===== src/rtl/xcvr_link_seq_pkg.sv =====
// ============================================================================
// Module  : xcvr_link_seq_pkg
// Purpose : Shared types and widths for the transceiver link sequencer.
//           Holds the FSM state enum and its encodings, the retry counter
//           width and a small helper for sizing the shared cycle counter.
// Revision: 1.0 - initial release
// ============================================================================
`default_nettype none

package xcvr_link_seq_pkg;

  localparam int STATE_W = 3;
  localparam int RETRY_W = 3;
  localparam int DROPS_W = 8;

  // These encodings appear on the state output port, so they are fixed values.
  typedef enum logic [STATE_W-1:0] {
    ST_IDLE       = 3'd0,
    ST_RESET      = 3'd1,
    ST_WAIT_READY = 3'd2,
    ST_STABLE     = 3'd3,
    ST_UP         = 3'd4,
    ST_FAULT      = 3'd5
  } state_t;

  // Largest of three values. Sizes the one counter that is shared by the
  // hold, timeout and stability phases.
  function automatic int max3(input int a, input int b, input int c);
    int m;
    m = (a > b) ? a : b;
    return (m > c) ? m : c;
  endfunction

endpackage

`default_nettype wire


===== src/rtl/xcvr_link_seq_sync.sv =====
// ============================================================================
// Module  : xcvr_link_seq_sync
// Purpose : One-bit, two-flop synchroniser. Both flops reset to 0.
// Ports   : clock - destination clock
//           reset - synchronous active-high reset
//           d     - asynchronous input bit
//           q     - synchronised output bit (two cycles of latency)
// Revision: 1.0 - initial release
// ============================================================================
`default_nettype none

module xcvr_link_seq_sync (
  input  logic clock,
  input  logic reset,
  input  logic d,
  output logic q
);

  logic r_meta;

  always_ff @(posedge clock) begin
    if (reset) begin
      r_meta <= 1'b0;
      q      <= 1'b0;
    end else begin
      r_meta <= d;
      q      <= r_meta;
    end
  end

endmodule

`default_nettype wire


===== src/rtl/xcvr_link_seq.sv =====
// ============================================================================
// Module  : xcvr_link_seq
// Purpose : Transceiver link bring-up sequencer. It pulses the PHY reset
//           controller and waits for TX/RX ready and CDR lock. It then
//           qualifies the link over a stability window and retries on
//           timeout or loss. After MAX_RETRY retries it reports a fault.
// Ports   : clock, reset        - single clock, synchronous active-high reset
//           enable              - level-sensitive bring-up request
//           tx_ready, rx_ready  - PHY reset controller status
//           rx_is_lockedtodata  - CDR lock
//           phy_reset           - reset to the PHY reset controller
//           link_up, fault      - link qualified / retries exhausted
//           retry_cnt[2:0]      - retries in the current bring-up
//           link_drops[7:0]     - saturating count of UP-to-retry events
//           state[2:0]          - current FSM state encoding
// Config  : XCVR_LINK_SEQ_INPUT_SYNC_EN - when defined, the three status
//           inputs pass through 2-flop synchronisers. This adds 2 cycles of
//           latency.
// Revision: 1.0 - initial release
// ============================================================================
`default_nettype none

module xcvr_link_seq
  import xcvr_link_seq_pkg::*;
#(
  parameter int RST_HOLD_CYC = 16,
  parameter int TIMEOUT_CYC  = 1000000,
  parameter int STABLE_CYC   = 256,
  parameter int MAX_RETRY    = 7
) (
  input  logic                 clock,
  input  logic                 reset,
  input  logic                 enable,
  input  logic                 tx_ready,
  input  logic                 rx_ready,
  input  logic                 rx_is_lockedtodata,
  output logic                 phy_reset,
  output logic                 link_up,
  output logic                 fault,
  output logic [RETRY_W-1:0]   retry_cnt,
  output logic [DROPS_W-1:0]   link_drops,
  output logic [STATE_W-1:0]   state
);

  localparam int CNT_MAX = max3(RST_HOLD_CYC, TIMEOUT_CYC, STABLE_CYC);
  localparam int CNT_W   = $clog2(CNT_MAX + 1);

  localparam logic [CNT_W-1:0]   HOLD_LAST    = CNT_W'(RST_HOLD_CYC - 1);
  localparam logic [CNT_W-1:0]   TIMEOUT_LAST = CNT_W'(TIMEOUT_CYC - 1);
  localparam logic [CNT_W-1:0]   STABLE_LAST  = CNT_W'(STABLE_CYC - 1);
  localparam logic [RETRY_W-1:0] RETRY_LAST   = RETRY_W'(MAX_RETRY);

  // --------------------------------------------------------------------------
  // Status inputs, optionally synchronised
  // --------------------------------------------------------------------------
  logic w_tx_ready;
  logic w_rx_ready;
  logic w_rx_locked;
  logic w_all_ok;

`ifdef XCVR_LINK_SEQ_INPUT_SYNC_EN
  xcvr_link_seq_sync u_sync_tx_ready (
    .clock (clock),
    .reset (reset),
    .d     (tx_ready),
    .q     (w_tx_ready)
  );

  xcvr_link_seq_sync u_sync_rx_ready (
    .clock (clock),
    .reset (reset),
    .d     (rx_ready),
    .q     (w_rx_ready)
  );

  xcvr_link_seq_sync u_sync_rx_locked (
    .clock (clock),
    .reset (reset),
    .d     (rx_is_lockedtodata),
    .q     (w_rx_locked)
  );
`else
  assign w_tx_ready  = tx_ready;
  assign w_rx_ready  = rx_ready;
  assign w_rx_locked = rx_is_lockedtodata;
`endif

  assign w_all_ok = w_tx_ready & w_rx_ready & w_rx_locked;

  // --------------------------------------------------------------------------
  // State and counters
  // --------------------------------------------------------------------------
  state_t             r_state;
  state_t             w_state_d;
  logic [CNT_W-1:0]   r_cnt;
  logic [CNT_W-1:0]   w_cnt_d;
  logic [RETRY_W-1:0] r_retry;
  logic [RETRY_W-1:0] w_retry_d;
  logic [DROPS_W-1:0] r_drops;
  logic [DROPS_W-1:0] w_drops_d;
  logic               w_retry_req;
  logic               w_phy_reset_d;
  logic               w_link_up_d;
  logic               w_fault_d;

  // State register. The decoded outputs are registered from the next state,
  // so they change on the same edge as the state. This lets link_up drop on
  // the edge where reset is applied.
  always_ff @(posedge clock) begin
    if (reset) begin
      r_state   <= ST_IDLE;
      r_cnt     <= '0;
      r_retry   <= '0;
      r_drops   <= '0;
      phy_reset <= 1'b1;
      link_up   <= 1'b0;
      fault     <= 1'b0;
    end else begin
      r_state   <= w_state_d;
      r_cnt     <= w_cnt_d;
      r_retry   <= w_retry_d;
      r_drops   <= w_drops_d;
      phy_reset <= w_phy_reset_d;
      link_up   <= w_link_up_d;
      fault     <= w_fault_d;
    end
  end

  // Next-state logic. The cycle counter defaults to 0. It only increments
  // while the FSM stays in a timed state, so every transition clears it.
  always_comb begin
    w_state_d   = r_state;
    w_cnt_d     = '0;
    w_retry_d   = r_retry;
    w_drops_d   = r_drops;
    w_retry_req = 1'b0;

    if (!enable) begin
      w_state_d = ST_IDLE;
      w_retry_d = '0;
    end else begin
      case (r_state)
        ST_IDLE: begin
          w_state_d = ST_RESET;
        end
        ST_RESET: begin
          if (r_cnt == HOLD_LAST) begin
            w_state_d = ST_WAIT_READY;
          end else begin
            w_cnt_d = r_cnt + 1'b1;
          end
        end
        ST_WAIT_READY: begin
          // all_ok is tested first, so it wins over a timeout in the same cycle.
          if (w_all_ok) begin
            w_state_d = ST_STABLE;
          end else if (r_cnt == TIMEOUT_LAST) begin
            w_retry_req = 1'b1;
          end else begin
            w_cnt_d = r_cnt + 1'b1;
          end
        end
        ST_STABLE: begin
          if (!w_all_ok) begin
            w_retry_req = 1'b1;
          end else if (r_cnt == STABLE_LAST) begin
            w_state_d = ST_UP;
            w_retry_d = '0;
          end else begin
            w_cnt_d = r_cnt + 1'b1;
          end
        end
        ST_UP: begin
          if (!w_all_ok) begin
            w_retry_req = 1'b1;
            if (r_drops != '1) begin
              w_drops_d = r_drops + 1'b1;
            end
          end
        end
        ST_FAULT: begin
          // Held here until enable is deasserted.
        end
        default: begin
          w_state_d = ST_IDLE;
        end
      endcase

      if (w_retry_req) begin
        if (r_retry == RETRY_LAST) begin
          w_state_d = ST_FAULT;
        end else begin
          w_retry_d = r_retry + 1'b1;
          w_state_d = ST_RESET;
        end
      end
    end
  end

  // Output decode of the next state.
  always_comb begin
    w_phy_reset_d = 1'b0;
    w_link_up_d   = 1'b0;
    w_fault_d     = 1'b0;
    case (w_state_d)
      ST_IDLE, ST_RESET: begin
        w_phy_reset_d = 1'b1;
      end
      ST_UP: begin
        w_link_up_d = 1'b1;
      end
      ST_FAULT: begin
        w_phy_reset_d = 1'b1;
        w_fault_d     = 1'b1;
      end
      default: begin
      end
    endcase
  end

  assign retry_cnt  = r_retry;
  assign link_drops = r_drops;
  assign state      = r_state;

endmodule

`default_nettype wire

===== config.mk =====
export PLATFORM = sky130hd
export DESIGN_NAME = xcvr_link_seq
export DESIGN_NICKNAME = d
export VERILOG_FILES = /design/src/rtl/xcvr_link_seq_pkg.sv /design/src/rtl/xcvr_link_seq_sync.sv /design/src/rtl/xcvr_link_seq.sv
export SDC_FILE = /design/constraint.sdc
export NUM_CORES = 1
export LEC_CHECK = 0
export CORE_MARGIN = 2
export CORE_UTILIZATION = 59
export CTS_CLUSTER_SIZE = 25
export DETAILED_ROUTE_END_ITERATION = 16
export GPL_TIMING_DRIVEN = 0
export PLACE_DENSITY = 0.84
export SLEW_MARGIN = 25
export SYNTH_ARGS = -nofsm -noshare
export SYNTH_HDL_FRONTEND = slang
export SYNTH_HIERARCHICAL = 1
export SYNTH_SLANG_ARGS = --single-unit

===== constraint.sdc =====
create_clock -name clock -period 4.2 [get_ports clock]
set_clock_uncertainty 0.05 [all_clocks]
set_input_delay 0.42 -clock clock [delete_from_list [all_inputs] [get_ports clock]]
set_output_delay 0.42 -clock clock [all_outputs]
set_load 0.03 [all_outputs]

=== Word-level counts from Yosys, hierarchy flattened ===
Cells that the tools add are included.

* Bits in registers: 37
* Bits in writable memories: 0
* Output and inout bits: 17
* Word-level logic and storage cells: 61
* Memories kept: 0
* ROM bits: 0
* Bits of input ports: 6
* Bits in latches: 0

* Multiplexer cells: 27
* Divide/modulo/power cells: 0
* Shift-type cells: 0
* Reduce and logical (&&, ||, !) cells: 7
* Eq/ne operators: 13
* Magnitude comparators: 0
* Bitwise logic cells: 4
* Add/sub/neg operators: 3
* Multiply operators: 0

{| class="wikitable"
|+ Operators with widths
! cell !! count
|-
| 20-bit 2-to-1 mux || 5
|-
| 20-bit one-hot mux with 3 select lines || 1
|-
| 3-bit 2-to-1 mux || 12
|-
| 20-bit by 1-bit adder with 20-bit output (second input constant) || 1
|-
| 20-bit equality test (second input constant) || 1
|-
| 20-bit by 4-bit equality test with 1-bit output (second input constant) || 1
|-
| 20-bit by 8-bit equality test with 1-bit output (second input constant) || 1
|-
| 3-bit equality test (second input constant) || 5
|-
| 3-bit one-hot mux with 5 select lines || 1
|-
| 8-bit by 1-bit adder with 8-bit output (second input constant) || 1
|-
| 8-bit inequality test (second input constant) || 1
|-
| 1-bit 2-to-1 mux || 7
|-
| 3-bit by 1-bit equality test with 1-bit output (second input constant) || 2
|-
| 3-bit by 2-bit equality test with 1-bit output (second input constant) || 2
|-
| 3-bit logical NOT || 2
|-
| 2-bit OR reduction || 3
|-
| 4-bit AND reduction || 1
|-
| 3-bit by 1-bit adder with 3-bit output (second input constant) || 1
|-
| 3-bit OR reduction || 1
|-
| 1-bit AND || 2
|-
| 1-bit NOT || 2
|-
| 1-bit one-hot mux with 2 select lines || 1
|}

=== Logic depth before layout (Yosys ltp) ===
* Depth in word-level cells: 10
* Gate-level depth with buffers: 7
* Depth with buffers taken out: 6

=== Least setup slack after synthesis ===
No wires, ideal clock.

* Kind: register to register
* Start: register r_cnt[13]
* End: register r_cnt[10]
* Stages on the path, launching flop included: 7
* Clock period less this slack: 1.937 ns
* Slack: 2.263 ns
* Buffers on the path: 1
* Library setup time: 0.115 ns
* Arrival time: 1.772 ns
* Required time: 4.035 ns
* Cells stage by stage: dfxtp_1 -> or4_4 -> and4bb_4 -> a2111oi_2 -> nor3_4 -> buf_6 -> nor2_2

* Word-level cells in the longest chain between the ends: 4
* Elaborated cells on any way between the ends: 9
* Classes of those cells: eq/ne: 3; mux: 6

{| class="wikitable"
|+ Ends and longest elaborated chain
! item !! line !! RTL
|-
| start: declaration || xcvr_link_seq.sv:95 || <nowiki>logic [CNT_W-1:0] r_cnt;</nowiki>
|-
| start signal: assignment || xcvr_link_seq.sv:120 || <nowiki>r_cnt <= w_cnt_d;</nowiki>
|-
| 20-bit by 8-bit equality test with 1-bit output / 20-bit equality test (equally long branches) || xcvr_link_seq.sv:166, xcvr_link_seq.sv:157 ||
|-
| 20-bit 2-to-1 mux, on equally long branches || xcvr_link_seq.sv:166, xcvr_link_seq.sv:157 ||
|-
| 20-bit 2-to-1 mux, on equally long branches || xcvr_link_seq.sv:164, xcvr_link_seq.sv:155 ||
|-
| 20-bit one-hot mux with 3 select lines (*) || xcvr_link_seq.sv:142 || <nowiki>case (r_state)</nowiki>
|}

Mark *: on every way between the ends. The rest lies on a longest branch, timed or not.
A chain may end at the register's enable or synchronous reset.

=== Worst setup path in the final report ===
* Start: register r_cnt[0]
* End: register r_cnt[2]

* Word-level cells in the longest chain between the ends: 4
* Elaborated cells on any way between the ends: 10
* Classes of those cells: add/sub: 1; eq/ne: 3; mux: 6

{| class="wikitable"
|+ Ends and longest elaborated chain
! item !! line
|-
| 20-bit by 1-bit adder with 20-bit output, or another cell as far along || xcvr_link_seq.sv:150, xcvr_link_seq.sv:160, xcvr_link_seq.sv:170
|-
| 20-bit 2-to-1 mux, on equally long branches || xcvr_link_seq.sv:166, xcvr_link_seq.sv:157
|-
| 20-bit 2-to-1 mux, on equally long branches || xcvr_link_seq.sv:164, xcvr_link_seq.sv:155
|-
| 20-bit one-hot mux with 3 select lines (*) || xcvr_link_seq.sv:142
|}

Marked as above.

==> flow_metrics.py <==
metrics = {
    "detailed_routing": {
        "dr.pass1.iters": 4,
        "drc_errors": 0,
        "ant_nets": 0,
        "drtIter0Drc": 89,
        "viasPerCell": 5.43,
        "wl_mm": 3.57,
        "dr_total_vias": 1552,
        "wire_per_inst_um": 12.5,
    },
    "placement": {
        "routabilityCongestion": 0.816,
        "place_area_um2": 2180,
        "hpwl_mm": 2.63,
        "placedCellCount": 279,
        "dpl_worst_slack_ns": 1.62,
        "port_buffers": 22,
    },
    "synthesis": {
        "syn_area_um2": 1910,
        "async_flop_share": 0,
        "synth_top_area_share": 0.389,
        "syn_area_per_cell_um2": 8.95,
        "synth-seq-cells": 37,
        "synth_cell_types": 48,
        "synth_top_area_cell": "dfxtp_1",
        "synth_edf_count": 0,
        "synth_top_flop_cell": "dfxtp_1",
        "synth_warnings": 6,
        "syn-num-nets": 223,
        "synth_area_leaders": "dfxtp_1 39%, xnor2_1 8.7%, nor2_2 5.9%",
        "ys_seq_area_frac": 0.389,
        "syn_inst": 213,
    },
    "timing": {
        "relSlewSlack": 0.366,
        "slew_viol_final": 0,
        "rsz0062_at_grt": "false",
        "min_period_ns": 2.37,
        "clock.fmax_ghz": 0.423,
        "hold_viol": 0,
        "finalCritPeriodShare": 0.563,
        "setup_viol": 0,
        "finalSetupTns_ns": 0,
        "layout_setup_ws_ns": 1.83,
        "tightest_slew_ns": 0.944,
    },
    "clock_network": {
        "cts-root-buf": "clkbuf_4",
        "cts.clk_slew.worst_paths_ns": 0.10,
        "clkSinkCount": 37,
        "htree_levels": 2,
        "cts_tree": "done",
        "cts_resized": 0,
        "clock_latency_ns": 0.34,
        "cts_setup_buffers": 0,
        "clk_path_buf_depth": 2,
        "cts_buffers": 5,
        "cts_hold_buffers": 0,
    },
    "final_layout": {
        "area_growth_pct": 17.3,
        "fin_nets": 252,
        "fillerInstances": 254,
        "diodes": 0,
        "drive_gt1_frac": 0.165,
        "fin_area_um2": 2240,
        "finalNonFillerCells": 286,
    },
    "setup_path": {
        "slowest_stage": "nor3_1",
        "path_class": "flop to flop",
        "cp.arrival_ns": 2.56,
        "crit_fanout": 10,
        "end_kind": "flop",
        "crit_chain": "ha_1, nand2_1, nor3_1, a211oi_1, nor3_4, buf_6, nor2_2",
        "critical-path-top-delay-family": "simple AND/OR/NAND/NOR gates",
        "worst-path-buf-inv": 1,
        "crit_required_ns": 4.39,
        "start_kind": "flop",
        "max_stage_delay_ns": 0.79,
    },
    "power_and_ir_drop": {
        "power_uw": 565,
        "peakVddDrop_v": 0.000206,
        "powerDensity_nw_per_um2": 253,
        "leakage_nw": 0.694,
    },
    "floorplan": {
        "core_um2": 3050,
        "initial_core_util": 0.624,
        "ios": 23,
        "row_count": 20,
        "fp.dieW_um": 60.8,
        "dieArea_um2": 3700,
        "fp.dieH_um": 60.8,
    },
    "global_route": {
        "grt_pass1_vias": 1358,
        "grt_overflow": 0,
        "antenna_found_initial": 0,
        "grt.total_usage": 0.219,
        "grt_pass1_wl_mm": 6.03,
        "grt_max_degree": 11,
    },
    "min_path": {
        "hp-class": "flop to flop",
    },
    "run": {
        "max-cap-violations": 0,
    },
    "run_status": {
        "status": "finished clean",
    },
}
[layout by cell type, fill, tap and decap left out, types with 2 or more instances in the layout]
cell type / netlist / routed
a211oi_1: 2 / 2
a21oi_1: 3 / 3
a31oi_1: 3 / 3
and2_1: 2 / 2
and3_1: 2 / 2
buf_6: 2 / 2
clkbuf_1: 3 / 4
clkbuf_4: 0 / 5
clkdlybuf4s50_1: 0 / 22
dfxtp_1: 37 / 37
ha_1: 4 / 4
inv_1: 4 / 4
mux2i_1: 3 / 3
nand2_1: 22 / 22
nand2b_1: 3 / 3
nand3_1: 9 / 9
nand4_1: 4 / 4
nor2_1: 17 / 17
nor2_2: 18 / 18
nor2b_1: 3 / 3
nor3_1: 9 / 9
nor3b_1: 3 / 3
nor4_1: 7 / 7
o21a_1: 2 / 2
o21ai_0: 3 / 3
or3_1: 2 / 2
xnor2_1: 19 / 19
xor2_1: 5 / 5
[final timing paths]
check / startpoint / end / slack, ns / cells after the start
setup / recovery: r_cnt[0]$_SDFF_PP0_ / r_cnt[2]$_SDFF_PP0_ / 1.83 / 7
hold / removal: r_cnt[0]$_SDFF_PP0_ / r_cnt[0]$_SDFF_PP0_ / 0.41 / 1
setup reg to reg: r_cnt[0]$_SDFF_PP0_ / r_cnt[2]$_SDFF_PP0_ / 1.83 / 7
hold reg to reg: r_cnt[0]$_SDFF_PP0_ / r_cnt[0]$_SDFF_PP0_ / 0.41 / 1
[Yosys cell counts (2+ instances only)]
library cell	instances
a211oi_1	2
a21oi_1	3
a31oi_1	3
and2_1	2
and3_1	2
buf_6	2
clkbuf_1	3
dfxtp_1	37
ha_1	4
inv_1	4
mux2i_1	3
nand2_1	22
nand2b_1	3
nand3_1	9
nand4_1	4
nor2_1	17
nor2_2	18
nor2b_1	3
nor3_1	9
nor3b_1	3
nor4_1	7
o21a_1	2
o21ai_0	3
or3_1	2
xnor2_1	19
xor2_1	5
[through the flow]
step                 util  hold slack (ns)
CTS                 0.732            0.417
finish              0.732            0.415
global route        0.732            0.436
floorplan               -            0.377
global placement    0.714            0.393
detailed placement  0.714            0.396
[routing by layer]
layer | global-route usage | routed length [um]
met1 | 0.296 | 1780
met2 | 0.326 | 1510
met3 | 0.0746 | 224
met4 | 0.0839 | 57
met5 | 0 | 0
[kinds of logic (layout without fill, tap and decap cells)]
group | Yosys count | after routing | synth area share
flops | 37 | 37 | 0.389
fa+ha+maj | 4 | 4 | 0.0263
simple gates | 114 | 114 | 0.341
buf+inv | 9 | 38 | 0.0256
mux | 3 | 3 | 0.0158
xor+xnor | 24 | 24 | 0.110
compound gates | 22 | 22 | 0.0919
[power breakdown]
part           internal, mW  leakage (nW)  switching, mW
combinational       0.00847         0.364         0.0108
clock                0.0790        0.0314          0.114
sequential            0.351         0.298        0.00111
[layout make-up]
cell class	count	area (um2)	area share
timing repair buffer	22	220	0.0985
clock buffer	7	55.1	0.0246
multi-input combinational	167	1120	0.499
tap	44	55.1	0.0246
buffer	5	33.8	0.0151
sequential	37	741	0.331
inverter	4	15.0	0.00672
[state kept, by name, indices dropped and copies added, names as in the netlist]
register    cells
r_cnt          20
phy_reset       1
state           3
retry_cnt       3
fault           1
link_drops      8
link_up         1
No activity file was read; power rests on OpenSTA's default activity.
